### src/rtl/tt_sweep_pkg.sv
// Shared types and width helpers for the truth-table sweep/capture block.
// Latency: n/a (declarations only).
// Backpressure: n/a.
package tt_sweep_pkg;

    typedef enum logic [1:0] {
        IDLE = 2'd0,
        RUN  = 2'd1,
        FIN  = 2'd2
    } state_t;

    // Truth-table width for an n-input function.
    function automatic int tt_width(input int nin);
        return 1 << nin;
    endfunction

    // Bits needed to hold the values 0..n-1 (at least one bit).
    function automatic int cnt_width(input int n);
        return (n <= 2) ? 1 : $clog2(n);
    endfunction

    localparam int NIN_DEF = 4;
    localparam int TTW_DEF = tt_width(NIN_DEF);

endpackage

### src/rtl/tt_sweep_capture_if.sv
// Request/result bundle between a sweep requester and tt_sweep_capture.
// Latency: n/a (wires only).
// Backpressure: none; start is only honoured while the capture block is idle.
//
// start/expect_tt : request a sweep and the truth table it must reproduce
// busy/done       : sweep in progress / one-cycle completion pulse
// tt/match/nbad/first_bad : captured table and comparison results
interface tt_sweep_capture_if #(
    parameter int NIN = 4
);
    import tt_sweep_pkg::*;

    localparam int TTW = tt_width(NIN);

    logic           start;
    logic [TTW-1:0] expect_tt;
    logic           busy;
    logic           done;
    logic [TTW-1:0] tt;
    logic           match;
    logic [NIN:0]   nbad;
    logic [NIN-1:0] first_bad;

    modport master (
        output start, expect_tt,
        input  busy, done, tt, match, nbad, first_bad
    );

    modport slave (
        input  start, expect_tt,
        output busy, done, tt, match, nbad, first_bad
    );

endinterface

### src/rtl/tt_minterm_ctr.sv
// Minterm index / settle counter pair that paces the truth-table sweep.
// Latency: sample strobe every SETTLE+1 cycles while enabled; idx steps after each sample.
// Backpressure: none; counts freely while en is high, clr restarts from minterm 0.
//
// Ports: clk, rst (sync, active-high), clr (restart), en (sweep running),
//        idx (current minterm, registered), sample (y valid this cycle),
//        last (sample of the final minterm).
module tt_minterm_ctr
    import tt_sweep_pkg::*;
#(
    parameter int NIN    = 4,
    parameter int SETTLE = 1
) (
    input  logic           clk,
    input  logic           rst,
    input  logic           clr,
    input  logic           en,
    output logic [NIN-1:0] idx,
    output logic           sample,
    output logic           last
);

    localparam int                SC_W    = cnt_width(SETTLE + 1);
    localparam logic [SC_W-1:0]   SC_MAX  = SC_W'(SETTLE);
    localparam logic [NIN-1:0]    IDX_MAX = {NIN{1'b1}};

    logic [SC_W-1:0] sc;

    assign sample = en && (sc == SC_MAX);
    assign last   = sample && (idx == IDX_MAX);

    // idx returns to 0 after the final sample so that it reads 0 whenever
    // no sweep is running; the top drives x straight from this register.
    always_ff @(posedge clk) begin
        if (rst || clr) begin
            idx <= '0;
            sc  <= '0;
        end else if (sample) begin
            sc  <= '0;
            idx <= last ? '0 : idx + NIN'(1);
        end else if (en) begin
            sc  <= sc + SC_W'(1);
        end
    end

endmodule

### src/rtl/tt_sweep_capture.sv
// Sweeps x through all minterms of a NIN-input function, captures y into a truth table, compares to expect_tt.
// Latency: accepted start to done = TTW*(SETTLE+1) + 1 cycles.
// Backpressure: none; start is ignored outside IDLE (no queuing).
//
// Ports: clk, rst (sync, active-high), bus (slave side of tt_sweep_capture_if),
//        x (function inputs, registered), y (function output).
module tt_sweep_capture
    import tt_sweep_pkg::*;
#(
    parameter int NIN    = 4,
    parameter int SETTLE = 1
) (
    input  logic            clk,
    input  logic            rst,
    tt_sweep_capture_if.slave bus,
    output logic [NIN-1:0]  x,
    input  logic            y
);

    localparam int TTW = tt_width(NIN);

    state_t         state, state_nxt;
    logic           busy_c, done_c;
    logic           accept, run_en;
    logic [NIN-1:0] idx;
    logic           sample, last;

    logic [TTW-1:0] exp_q;
    logic [TTW-1:0] tt_q;
    logic [TTW-1:0] tt_smp;
    logic           mism;
    logic           match_q;
    logic [NIN:0]   nbad_q;
    logic [NIN-1:0] first_bad_q;

    assign accept = (state == IDLE) && bus.start;
    assign run_en = (state == RUN);

    tt_minterm_ctr #(
        .NIN    (NIN),
        .SETTLE (SETTLE)
    ) u_ctr (
        .clk    (clk),
        .rst    (rst),
        .clr    (accept),
        .en     (run_en),
        .idx    (idx),
        .sample (sample),
        .last   (last)
    );

    always_ff @(posedge clk) begin
        if (rst) begin
            state <= IDLE;
        end else begin
            state <= state_nxt;
        end
    end

    always_comb begin
        state_nxt = state;
        busy_c    = 1'b0;
        done_c    = 1'b0;
        case (state)
            IDLE: begin
                if (bus.start) state_nxt = RUN;
            end
            RUN: begin
                busy_c = 1'b1;
                if (last) state_nxt = FIN;
            end
            FIN: begin
                done_c    = 1'b1;
                state_nxt = IDLE;
            end
            default: state_nxt = IDLE;
        endcase
    end

    // Table as it will look after this cycle's sample; used both for the
    // capture and for the final compare so match includes the last minterm.
    always_comb begin
        tt_smp      = tt_q;
        tt_smp[idx] = y;
        mism        = (y != exp_q[idx]);
    end

    always_ff @(posedge clk) begin
        if (rst) begin
            exp_q       <= '0;
            tt_q        <= '0;
            match_q     <= 1'b0;
            nbad_q      <= '0;
            first_bad_q <= '0;
        end else if (accept) begin
            exp_q       <= bus.expect_tt;
            tt_q        <= '0;
            match_q     <= 1'b0;
            nbad_q      <= '0;
            first_bad_q <= '0;
        end else if (sample) begin
            tt_q <= tt_smp;
            if (mism) begin
                nbad_q <= nbad_q + (NIN+1)'(1);
                // Minterms are visited in ascending order, so the first
                // mismatch seen is the lowest mismatching index.
                if (nbad_q == '0) first_bad_q <= idx;
            end
            if (last) match_q <= (tt_smp == exp_q);
        end
    end

    assign x             = idx;
    assign bus.busy      = busy_c;
    assign bus.done      = done_c;
    assign bus.tt        = tt_q;
    assign bus.match     = match_q;
    assign bus.nbad      = nbad_q;
    assign bus.first_bad = first_bad_q;

endmodule

### src/flat_wrapper.sv
// flat-port wrapper written by rule: the top's interface ports become plain ports
module tt_sweep_capture_flat import tt_sweep_pkg::*;
#(
    parameter int NIN    = 4,
    parameter int SETTLE = 1
)
  (clk, rst, x, y, bus_start, bus_expect_tt, bus_busy, bus_done, bus_tt, bus_match, bus_nbad, bus_first_bad);
  tt_sweep_capture_if #(.NIN(NIN)) bus_i ();
  input  logic clk;
  input  logic rst;
  output logic [NIN-1:0] x;
  input  logic y;
  input wire logic [$bits(bus_i.start)-1:0] bus_start;
  input wire logic [$bits(bus_i.expect_tt)-1:0] bus_expect_tt;
  output wire logic [$bits(bus_i.busy)-1:0] bus_busy;
  output wire logic [$bits(bus_i.done)-1:0] bus_done;
  output wire logic [$bits(bus_i.tt)-1:0] bus_tt;
  output wire logic [$bits(bus_i.match)-1:0] bus_match;
  output wire logic [$bits(bus_i.nbad)-1:0] bus_nbad;
  output wire logic [$bits(bus_i.first_bad)-1:0] bus_first_bad;
  assign bus_i.start = bus_start;
  assign bus_i.expect_tt = bus_expect_tt;
  assign bus_busy = bus_i.busy;
  assign bus_done = bus_i.done;
  assign bus_tt = bus_i.tt;
  assign bus_match = bus_i.match;
  assign bus_nbad = bus_i.nbad;
  assign bus_first_bad = bus_i.first_bad;
  tt_sweep_capture #(.NIN(NIN), .SETTLE(SETTLE)) u_core (.clk(clk), .rst(rst), .bus(bus_i), .x(x), .y(y));
endmodule
### config.mk
export PLATFORM = sky130hd
export DESIGN_NAME = tt_sweep_capture_flat
export DESIGN_NICKNAME = d
export VERILOG_FILES = /design/src/rtl/tt_sweep_pkg.sv /design/src/rtl/tt_sweep_capture_if.sv /design/src/rtl/tt_minterm_ctr.sv /design/src/rtl/tt_sweep_capture.sv /design/src/flat_wrapper.sv
export SDC_FILE = /design/constraint.sdc
export NUM_CORES = 1
export LEC_CHECK = 0
export CAP_MARGIN = 20
export CORE_UTILIZATION = 40
export DETAILED_ROUTE_END_ITERATION = 10
export DONT_BUFFER_PORTS = 1
export PLACE_DENSITY_LB_ADDON = 0.12
export SLEW_MARGIN = 0
export SYNTH_ARGS = -nofsm -noshare
export SYNTH_HDL_FRONTEND = slang
export SYNTH_SLANG_ARGS = --single-unit
### constraint.sdc
create_clock -name clk -period 2.5 [get_ports clk]
set_input_delay 0.375 -clock clk [delete_from_list [all_inputs] [get_ports clk]]
set_output_delay 0.375 -clock clk [all_outputs]
set_load 0.005 [all_outputs]
Yosys cells after proc, flatten, opt, wreduce, memory -nomap -nowiden
Cells that the tools add are included.
- bits of input ports: 20
- output and inout port bits: 32
- bits in registers: 49
- multiplexer cells: 11
- add/sub/neg operators: 3
- equality and inequality tests: 7
- reduce and logical (&&, ||, !) cells: 13
- magnitude comparators: 2
- operators with widths (kind ; count):
    $bwmux W16 ; 1
    $eq A16 B16 Y1 ; 1
    $reduce_and A2 Y1 ; 3
    $add A5 B1 Y5 const B ; 1
    $logic_not A5 Y1 ; 1
    $lt A4 B5 Y1 const B ; 1
    $add A4 B1 Y4 const B ; 1
    $bmux W1 S4 ; 1
    $demux W1 S4 ; 1
    $eq A4 B4 Y1 const B ; 1
    $ge A4 B1 Y1 const B ; 1
    $logic_and A1 B1 Y1 ; 4
    $mux W1 ; 4
    $mux W2 ; 2
    $mux W4 ; 1
    $pmux W2 S2 ; 1
    $reduce_or A2 Y1 ; 2
    $reduce_and A3 Y1 ; 1
    $eq A2 B1 Y1 const B ; 1
    $eq A2 B2 Y1 const B ; 1
    $logic_not A2 Y1 ; 1
    $ne A2 B1 Y1 const B ; 1
    $ne A2 B2 Y1 const B ; 1
    $add A1 B1 Y1 const B ; 1
    other kinds (2) ; 2

Longest topological paths before layout
Gate-level depths: netlist of run 1.
- word-level depth: 6
- mapped depth: 10
- gate-level depth less buffers: 8

Modules after synthesis
From an unflattened synthesis of run 1, not the netlist that was laid out.
- cell total of the unflattened synthesis: 335
- area total of the unflattened synthesis: 2748.9 µm²
- modules (own cells, without submodules) (module ; seq. area each (µm²) ; cells an instance ; instances ; area an instance (µm²)):
    tt_sweep_capture ; 880.8 ; 307 ; 1 ; 2519.9
    tt_minterm_ctr ; 100.1 ; 28 ; 1 ; 229.0

Worst setup path before layout of run 1
Ideal clock, no wire load.
- path kind: register to register
- from: reg u_core.u_ctr.idx[1]
- to: reg u_core.nbad_q[0], in the netlist u_core.bus.nbad[0]
- library setup time: 121 ps
- data arrival time: 2016 ps
- path slack: 363 ps
- cell stages (with the launch flop): 8
- clock period less this slack: 2137 ps
- cells stage by stage: dfxtp_1 > buf_6 > mux4_1 > mux2i_2 > mux2i_4 > xor2_4 > nand2_4 > mux2_4
- longest elaborated chain between the ends: 4
- RTL lines (element ; RTL line ; source):
    from (decl) ; tt_minterm_ctr.sv:18 ; output logic [NIN-1:0] idx,
    from (signal assigned) ; tt_minterm_ctr.sv:40 ; idx <= last ? '0 : idx + NIN'(1);
    $bmux W1 S4 ; tt_sweep_capture.sv:85 ; mism = (y != exp_q[idx]);
    $mux W1 (not written as such) ; tt_sweep_capture.sv:85 ;
    $ne A1 B1 Y1 ; tt_sweep_capture.sv:85 ;
    $reduce_and A2 Y1 (no source line) ; n/a ;
    to (signal assigned) ; tt_sweep_capture.sv:104 ; nbad_q <= nbad_q + (NIN+1)'(1);
    to (decl) ; tt_sweep_capture.sv:33 ; logic [NIN:0] nbad_q;
No other way between the ends. The select of a mux whose other input is x is not followed.
A chain may end at the register's enable or synchronous reset.

Worst setup path in the final report of run 1
Ends and elaborated chain as after synthesis.

==> flow_summary_export.csv, run 1 <==
group,metric,value,unit
placed_design,finalWeightedCongestion,0.769,
grt,grt_pass1_wl,10400,um
synth,synth_area_leaders,"dfxtp_1 37%, mux2i_1 10%, a22o_1 5.3%, xnor2_1 4.6%, nand2_1 4.0%",
synth,ys.warnings.count,0,
floorplan,core_area,0.00639,sq mm
timing,slew-limit-headroom,54.9,%
synth,synthCells,284,
detailed_routing,drt_iter0_markers,87,
layout,antenna_cells,0,
cts,root_buffer,"clkbuf_8",
cts,cts_setup_buffers,0,
floorplan,chipHeight,83.5,um
worst_setup_path,crit_required,2690,ps
synth,synthArstFlopShare,0,%
timing,rsz0062_at_grt,"false",
synth,syn_area,0.00266,sq mm
floorplan,fp.dieW,83.5,um
job,maxCapViolations,0,
synth,ys_ff_latch,49,
cts,h-tree-depth,2,
worst_setup_path,reg2regPathDepth,6,
worst_hold_path,min_path_type,"primary input to flop",
cts,cts.reportedPaths.clkPinSlew,90,ps
worst_setup_path,start_kind,"flop",
cts,cts.path.max_buffers,2,
timing,period_minus_slack,2190,ps
timing,setup_viol,0,
detailed_routing,postRouteAntennaNets,0,
worst_setup_path,rrSetupSlack,310,ps
detailed_routing,wirelength,6480,um
timing,finalCritPeriodShare,87.6,%
synth,synth_fp_nets,310,
timing,worstMarginPinSlew,674,ps
worst_setup_path,startpoint,"u_core.u_ctr.idx[1]",
floorplan,die_area,0.00697,sq mm
timing,finalHoldViolCount,0,
synth,synth_commonest_cells,"49 x dfxtp_1, 28 x nand2_1, 27 x mux2i_1",
timing,fmax,0.457,GHz
cts,cts_made_buffers,5,
power_and_ir_drop,power.leakage,1.18,nW
worst_setup_path,r2r-start,"u_core.u_ctr.idx[1]",
detailed_routing,wire_per_inst,18.1,um
synth,synth_ff_type,"dfxtp_1",
cts,clock_sinks,49,
layout,fin_area,0.00286,sq mm
placed_design,port_buffers,0,
cts,cts_tree,"built",
floorplan,initial_core_util,41.6,%
timing,finalClockSkew,5.12,ps
synth,yosysSeqAreaShare,36.9,%
power_and_ir_drop,peakVddDrop,0.270,mV
synth,yosysUniqueCellTypes,46,
worst_setup_path,critPathCaptureType,"flop",
cts,clock_latency,300,ps
layout,synthToLayoutAreaGrowth,7.68,%
placed_design,hpwlAfterDp,4730,um
placed_design,place_ws,298,ps
grt,antenna_found_initial,0,
cts,post_cts_resized,0,
synth,synth.most_common_cell,"dfxtp_1",
layout,final_nets,307,
timing,worst_slack,311,ps
grt,gr-usage-all-layers,19.0,%
floorplan,rows,29,
detailed_routing,viasPerCell,5.60,
worst_setup_path,r2r_end,"u_core.bus.nbad[0]",
detailed_routing,drc,0,
worst_setup_path,worstSetupPathType,"flop to flop",
power_and_ir_drop,power.density,523,mW/mm^2
detailed_routing,vias,2011,
synth,postSynthAreaPerCell,9.35,sq um
worst_setup_path,cp_data_arrival_time,2380,ps
grt,grt_max_degree,35,
grt,grt_pass1_vias,1925,
synth,synth_top_area_cell,"dfxtp_1",
synth,yosys.area.top_type_share,36.9,%
detailed_routing,drtPass1Iterations,4,
layout,drive_gt1_share,11.0,%
placed_design,post_dp_cell_area,0.00276,sq mm
status,status,"finished clean",
cts,ctsHoldBuffers,0,
timing,setup-tns-final,0,ps
synth,synth-edff-count,0,
grt,overflow,0,
worst_setup_path,crit_fanout,7,
floorplan,io_pins,52,
timing,slew_viol_final,0,
worst_setup_path,crit_path_end,"u_core.bus.nbad[0]",
layout,nFillCells,629,
==> layout make-up <==
class                   count  area, sq um  area share, %
inverters                   6         36.3           1.27
multi-input cells         207         1540           53.9
well taps                  77         96.3           3.37
repair buffers             12          103           3.59
clock buffers               7         96.3           3.37
flip-flops and latches     49          981           34.3
clock inverters             1         5.00          0.175
==> cell usage in the layout, fill, tap and decap left out, types with 7 or more instances in the layout <==
cell / instances
xnor2_1: 14
buf_4: 11
mux2i_1: 27
a22o_1: 16
nand2_1: 28
dfxtp_1: 49
a21oi_1: 9
nor2_1: 24
nand3_1: 8
clkbuf_8: 7
==> state kept, by name (all words and copies together), names as in the netlist <==
signal                cells
u_core.bus.tt            16
u_core.exp_q             16
u_core.bus.nbad           5
u_core.bus.first_bad      4
u_core.u_ctr.idx          4
u_core.state              2
u_core.bus.match          1
u_core.u_ctr.sc           1
==> per-stage QoR <==
step / hold slack, ps / util [%] / total power [W] / cells
floorplan: 447 / - / 0.000963 / 284
global placement: 452 / 43.2 / 0.000995 / 351
detailed placement: 453 / 43.2 / 0.000996 / 351
CTS: 126 / 44.8 / 0.00151 / 359
global route: 119 / 44.8 / 0.00156 / 359
finish: 139 / 44.8 / 0.00150 / 359
==> worst min-delay path by stage <==
stage | startpoint | to | cells past startpoint
floorplan | rst | u_core.state[1] | 1
global placement | rst | u_core.state[1] | 1
detailed placement | rst | u_core.state[1] | 1
CTS | rst | u_core.state[1] | 1
global route | rst | u_core.state[1] | 1
finish | rst | u_core.state[1] | 1
==> worst max-delay path, stage by stage, from the launching register on <==
cell	delay, ps
dfxtp_1	460
mux4_1	600
mux2i_2	210
mux2i_4	130
xor2_4	280
nand2_4	100
mux2_4	300
==> per-layer routing <==
metal	GRT usage [%]	share of wire [%]	vias up
li1	-	-	1002
met1	25.2	44	953
met2	30.6	48	50
met3	4.25	5.7	6
met4	6.78	1.5	0
met5	0	0	-
==> cells by family after synthesis <==
family	count (synthesis)	synth area share (%)
AOI/OAI and AO/OA	46	12.5
xor gates and xnor gates	21	7.92
adders and majority gates	6	2.83
buffers and inverters	28	5.00
DFF	49	36.9
muxes	34	15.8
and+or+nand+nor	100	19.0
==> power by group <==
group          leakage (nW)  switching [W]  internal [W]
sequential            0.398      0.0000278      0.000803
clock                0.0542       0.000269      0.000251
combinational         0.727      0.0000782     0.0000682
Power figures use the tool's default switching activity.
==> run 2: changes to the inputs <==
PLACE_DENSITY_LB_ADDON = 0.1   (was 0.12)
SYNTH_HIERARCHICAL = 1   (was default)
==> run 2 against run 1 <==
Compared with the run above:
- the run now ends with DRC left
- critical path depth stayed put
- critical endpoint is now u_core/bus.match
- highest routed layer unchanged
- worst setup slack worse by 66 ps
- non-clock buffer count grew 6
- clock-buffer cell count down 2
- largest cell class unchanged
==> flow_summary_export.csv, run 2 <==
group,metric,value,unit
status,status,"finished, violations left",
status,violations,"DRC",
floorplan,fp.dieW,84.9,um
worst_setup_path,crit_chain,"nor4bb_1 > mux2i_1 > xnor2_1 > nor4_1 > nand3_1 > o31ai_1",
detailed_routing,drt_iter0_markers,212,
placed_design,port_buffers,0,
layout,final_common_cell,"nand2_1",
timing,slew-limit-headroom,50.7,%
grt,antenna_found_initial,0,
timing,rsz0062_at_grt,"false",
floorplan,io_pins,52,
grt,gr-usage-all-layers,19.9,%
power_and_ir_drop,peakVddDrop,0.198,mV
cts,clock_latency,300,ps
grt,overflow,0,
timing,period_minus_slack,2260,ps
layout,antenna_cells,0,
floorplan,die_area,0.00721,sq mm
worst_setup_path,path_buf_inv,0,
synth,synth_top_area_cell,"dfxtp_1",
timing,worstMarginPinSlew,740,ps
worst_setup_path,cp_data_arrival_time,2470,ps
placed_design,finalWeightedCongestion,0.820,
worst_setup_path,worstSetupPathType,"flop to flop",
synth,synthArstFlopShare,0,%
detailed_routing,wire_per_inst,16.7,um
timing,setup-tns-final,0,ps
worst_setup_path,crit_slowest_cell,"dfxtp_1",
timing,slew_viol_final,0,
worst_setup_path,critPathTopFamily,"simple AND/OR/NAND/NOR gates",
synth,synth_area_leaders,"dfxtp_1 36%, nand2_1 8.5%, mux2i_1 7.6%, a21oi_1 6.0%, xnor2_1 3.8%",
grt,grt_pass1_vias,2196,
grt,grt_pass1_wl,11300,um
synth,synth_commonest_cells,"62 x nand2_1, 49 x dfxtp_1, 33 x a21oi_1",
layout,stdcell_count,414,
cts,cts.reportedPaths.clkPinSlew,90,ps
cts,root_buffer,"clkbuf_8",
grt,grt_max_degree,37,
floorplan,core_area,0.00649,sq mm
power_and_ir_drop,power.density,541,mW/mm^2
layout,nFillCells,672,
cts,cts_made_buffers,5,
synth,ys_ff_latch,49,
cts,cts.path.max_buffers,2,
floorplan,rows,29,
synth,yosysSeqAreaShare,35.7,%
worst_setup_path,crit_required,2720,ps
worst_setup_path,slowest_delay,730,ps
job,maxCapViolations,0,
timing,fmax,0.443,GHz
detailed_routing,vias,2291,
timing,finalHoldViolCount,0,
worst_setup_path,critPathCaptureType,"flop",
synth,synth-edff-count,0,
worst_setup_path,start_kind,"flop",
synth,postSynthAreaPerCell,8.21,sq um
synth,synth.most_common_cell,"nand2_1",
cts,cts_tree,"built",
cts,h-tree-depth,2,
placed_design,hpwlAfterDp,5080,um
synth,synthCells,335,
synth,synth_fp_nets,358,
floorplan,initial_core_util,42.3,%
cts,cts_setup_buffers,0,
timing,setup_viol,0,
detailed_routing,viasPerCell,5.53,
synth,synth_ff_type,"dfxtp_1",
detailed_routing,drc,3,
detailed_routing,postRouteAntennaNets,0,
worst_setup_path,crit_fanout,18,
cts,clock_sinks,49,
synth,yosysUniqueCellTypes,43,
floorplan,chipHeight,84.9,um
timing,finalClockSkew,6.21,ps
worst_hold_path,min_path_type,"primary input to flop",
power_and_ir_drop,power.leakage,1.03,nW
placed_design,dp.cells,406,
layout,final_nets,359,
layout,final_cell_mix,"62 x nand2_1, 48 x dfxtp_1, 33 x a21oi_1",
layout,drive_gt1_share,10.7,%
layout,synthToLayoutAreaGrowth,8.97,%
synth,syn_area,0.00275,sq mm
detailed_routing,drtPass1Iterations,7,
synth,yosys.area.top_type_share,35.7,%
detailed_routing,wirelength,6920,um
synth,ys.warnings.count,6,
timing,finalCritPeriodShare,90.2,%
run 2: cell types whose count changed after synthesis, sizes merged, moves of 5 or more:
cell	before	now
mux2i	29	23
nand2b	0	6
clkbuf	15	10
buf	7	14
nand3	8	18
a22o	16	0
a21oi	9	33
nand3b	6	0
nand2	29	63
run 2: worst register-to-register path: cells and delay by family (launching register included):
family                    cells  cell delay [ps]
AOI/OAI and AO/OA             1              210
DFF                           1              730
and+or+nand+nor               3              870
xor gates and xnor gates      1               90
muxes                         1              280
run 2: power breakdown:
group	leakage (nW)	total (W)	internal, W	switching, W
registers	0.398	0.000821	0.000799	0.0000219
logic	0.560	0.000127	0.0000545	0.0000723
clock network	0.0681	0.000673	0.000398	0.000276
total	1.03	0.00162	0.00125	0.000370
run 2: metrics by stage:
stage | total power (W) | worst slack (ps) | hold slack [ps] | utilization (%) | area [sq um]
after floorplan | 0.000939 | 392 | 456 | - | 2750
after global placement | 0.000965 | 221 | 446 | 44.0 | 2860
after detailed placement | 0.000966 | 154 | 448 | 44.0 | 2860
after CTS | 0.00164 | 129 | 119 | 46.1 | 2990
after global routing | 0.00169 | 66.1 | 106 | 46.1 | 3000
final | 0.00162 | 245 | 123 | 46.1 | 3000
run 2: worst paths after layout:
path	end	slack, ps	cells past startpoint	startpoint
min	u_core/exp_q[2]	120	1	rst
max	u_core/bus.match	240	6	u_core/u_ctr/idx[2]
min reg2reg	u_core/exp_q[13]	500	2	u_core/exp_q[13]
max reg2reg	u_core/bus.match	240	6	u_core/u_ctr/idx[2]
run 2: area by class of cell:
type | instances | area (sq um) | area share, %
clock inverter | 3 | 65.1 | 2.17
multi-input combinational | 257 | 1630 | 54.4
timing repair buffer | 18 | 135 | 4.51
clock buffer | 5 | 68.8 | 2.30
inverter | 5 | 18.8 | 0.627
tap | 77 | 96.3 | 3.22
sequential | 49 | 982 | 32.8
run 2: logic make-up after synthesis:
group                    share of synthesized area, %
XOR/XNOR                                         6.05
AND/OR/NAND/NOR                                  27.4
adder cells (fa/ha/maj)                          1.37
AO/OA/AOI/OAI                                    11.7
buffers and inverters                            5.05
multiplexers                                     12.7
flip-flops                                       35.7
run 2: metal layers:
layer	GRT usage, %	routed length, um
met4	4.78	59
met2	32.7	3210
met1	26.7	3300
met3	4.47	356
met5	0	0
run 2: what timing repair did:
item / 4_1_cts / 5_1_grt
gates resized for setup: 0 / 1
endpoints found under the hold margin: 0 / 0
setup endpoints to repair: 0 / 1
hold buffers: 0 / 0
==> run 3: changes to the inputs <==
CORE_ASPECT_RATIO = 1.1   (was default)
==> run 3 against run 2 <==
Compared with the run above:
- the run now ends clean
- critical path depth is the same
- register-to-register slack gained 99 ps
- clock power shrank 12%
- sequential share of layout area grew 0.21 points
- clock skew grew 3.5 ps
- first-iteration DRC count grew 0.47%
- core utilization shrank 1.2 points
- sequential power is essentially flat
- routed wire length grew 4.2%
- combinational power is essentially flat
- critical path type unchanged
==> flow_summary_export.csv, run 3 (same netlist as run 2, synthesis figures left out) <==
group,metric,value,unit
worst_hold_path,holdPathStages,1,
detailed_routing,vias,2342,
timing,fmax,0.464,GHz
cts,cts_made_buffers,5,
job,maxCapViolations,0,
worst_setup_path,cp_data_arrival_time,2390,ps
layout,nFillCells,701,
worst_setup_path,start_kind,"flop",
power_and_ir_drop,report.power.total,0.00154,W
worst_hold_path,min-delay-start,"rst",
power_and_ir_drop,power.density,518,mW/mm^2
detailed_routing,postRouteAntennaNets,0,
placed_design,finalWeightedCongestion,0.819,
grt,grt_pass1_vias,2190,
cts,clock_latency,300,ps
worst_setup_path,crit_fanout,7,
cts,clock_sinks,49,
grt,grt_max_degree,37,
cts,root_buffer,"clkbuf_8",
placed_design,dp.cells,410,
grt,overflow,0,
placed_design,post_dp_cell_area,0.00286,sq mm
floorplan,io_pins,52,
cts,cts.path.max_buffers,2,
grt,gr-usage-all-layers,20.9,%
detailed_routing,wirelength,7220,um
placed_design,port_buffers,0,
timing,whs,130,ps
worst_setup_path,crit_required,2730,ps
timing,setup_viol,0,
floorplan,chipHeight,88.9,um
cts,post_cts_resized,0,
layout,synthToLayoutAreaGrowth,8.28,%
timing,finalHoldViolCount,0,
worst_hold_path,hold_path_end,"u_core/exp_q[14]",
cts,ctsHoldBuffers,0,
layout,final_common_cell,"nand2_1",
floorplan,initial_core_util,41.4,%
timing,slew-limit-headroom,49.4,%
detailed_routing,drt_iter0_markers,213,
power_and_ir_drop,peakVddDrop,0.245,mV
worst_hold_path,min_path_type,"primary input to flop",
worst_setup_path,r2r-start,"u_core/u_ctr/idx[1]",
timing,slew_viol_final,0,
grt,antenna_found_initial,0,
layout,final_nets,358,
timing,worstMarginPinSlew,759,ps
timing,period_minus_slack,2160,ps
floorplan,die_area,0.00721,sq mm
cts,cts.reportedPaths.clkPinSlew,90,ps
detailed_routing,drtPass1Iterations,4,
timing,finalClockSkew,9.75,ps
layout,final_cell_mix,"62 x nand2_1, 48 x dfxtp_1, 33 x a21oi_1",
detailed_routing,wire_per_inst,17.3,um
worst_setup_path,r2r_end,"u_core/bus.nbad[4]",
worst_setup_path,rrSetupSlack,340,ps
timing,rsz0062_at_grt,"false",
detailed_routing,viasPerCell,5.60,
layout,stdcell_count,418,
status,status,"finished clean",
layout,antenna_cells,0,
floorplan,rows,31,
layout,fin_area,0.00298,sq mm
cts,h-tree-depth,2,
detailed_routing,drc,0,
power_and_ir_drop,power.leakage,1.01,nW
floorplan,fp.dieW,81.0,um
cts,cts_tree,"built",
grt,grt_pass1_wl,11400,um
worst_setup_path,worstSetupPathType,"flop to flop",
cts,cts_setup_buffers,0,
floorplan,core_area,0.00663,sq mm
worst_setup_path,reg2regPathDepth,6,
timing,finalCritPeriodShare,86.3,%
layout,drive_gt1_share,10.1,%
placed_design,hpwlAfterDp,5280,um
timing,setup-tns-final,0,ps
worst_setup_path,critPathCaptureType,"flop",
-- run 3: worst max path at each step --
| stage | start | to | cells past startpoint |
|---|---|---|---|
| 6_report | u_core/u_ctr/idx[1] | u_core/bus.nbad[4] | 6 |
| 5_1_grt | u_core/u_ctr/idx[1] | u_core/bus.match | 7 |
| 4_1_cts | u_core/u_ctr/idx[3] | u_core/bus.match | 7 |
| 3_5_place_dp | u_core/u_ctr/idx[3] | u_core/bus.match | 7 |
| 3_3_place_gp | u_core/u_ctr/idx[3] | u_core/bus.match | 7 |
| 2_1_floorplan | u_core/state[0] | u_core/bus.match | 8 |
-- run 3: power breakdown --
part | total, W | switching [W] | internal [W]
Combinational | 0.000124 | 0.0000715 | 0.0000528
Clock | 0.000595 | 0.000269 | 0.000327
Sequential | 0.000822 | 0.0000229 | 0.000799
-- run 3: layout make-up --
class	instances	area, sq um	area share, %
Inverter	5	18.8	0.631
Sequential cell	49	982	33.0
Clock inverter	1	30.0	1.01
Tap cell	82	103	3.45
Clock buffer	7	86.3	2.90
Multi-Input combinational cell	257	1630	54.7
Timing Repair Buffer	17	128	4.29
-- run 3: layer usage --
metal / vias up / GRT usage, % / wire (um)
li1: 1169 / - / -
met1: 1093 / 27.9 / 3250
met2: 72 / 33.9 / 3410
met3: 8 / 4.90 / 468
met4: 0 / 5.68 / 85
met5: - / 0 / 0
-- run 3: worst max-delay path, stage by stage, from the launching register on --
cell,delay [ps]
dfxtp_1,500
mux4_1,620
a22oi_2,200
nand3_4,150
xnor2_1,190
nor3_1,240
mux2i_1,190
-- run 3: per-stage QoR --
stage | util (%) | setup slack, ps
after floorplan | - | 392
after global placement | 43.1 | 285
after detailed placement | 43.1 | 276
after CTS | 44.9 | 265
after global routing | 44.9 | 74.0
final | 44.9 | 344
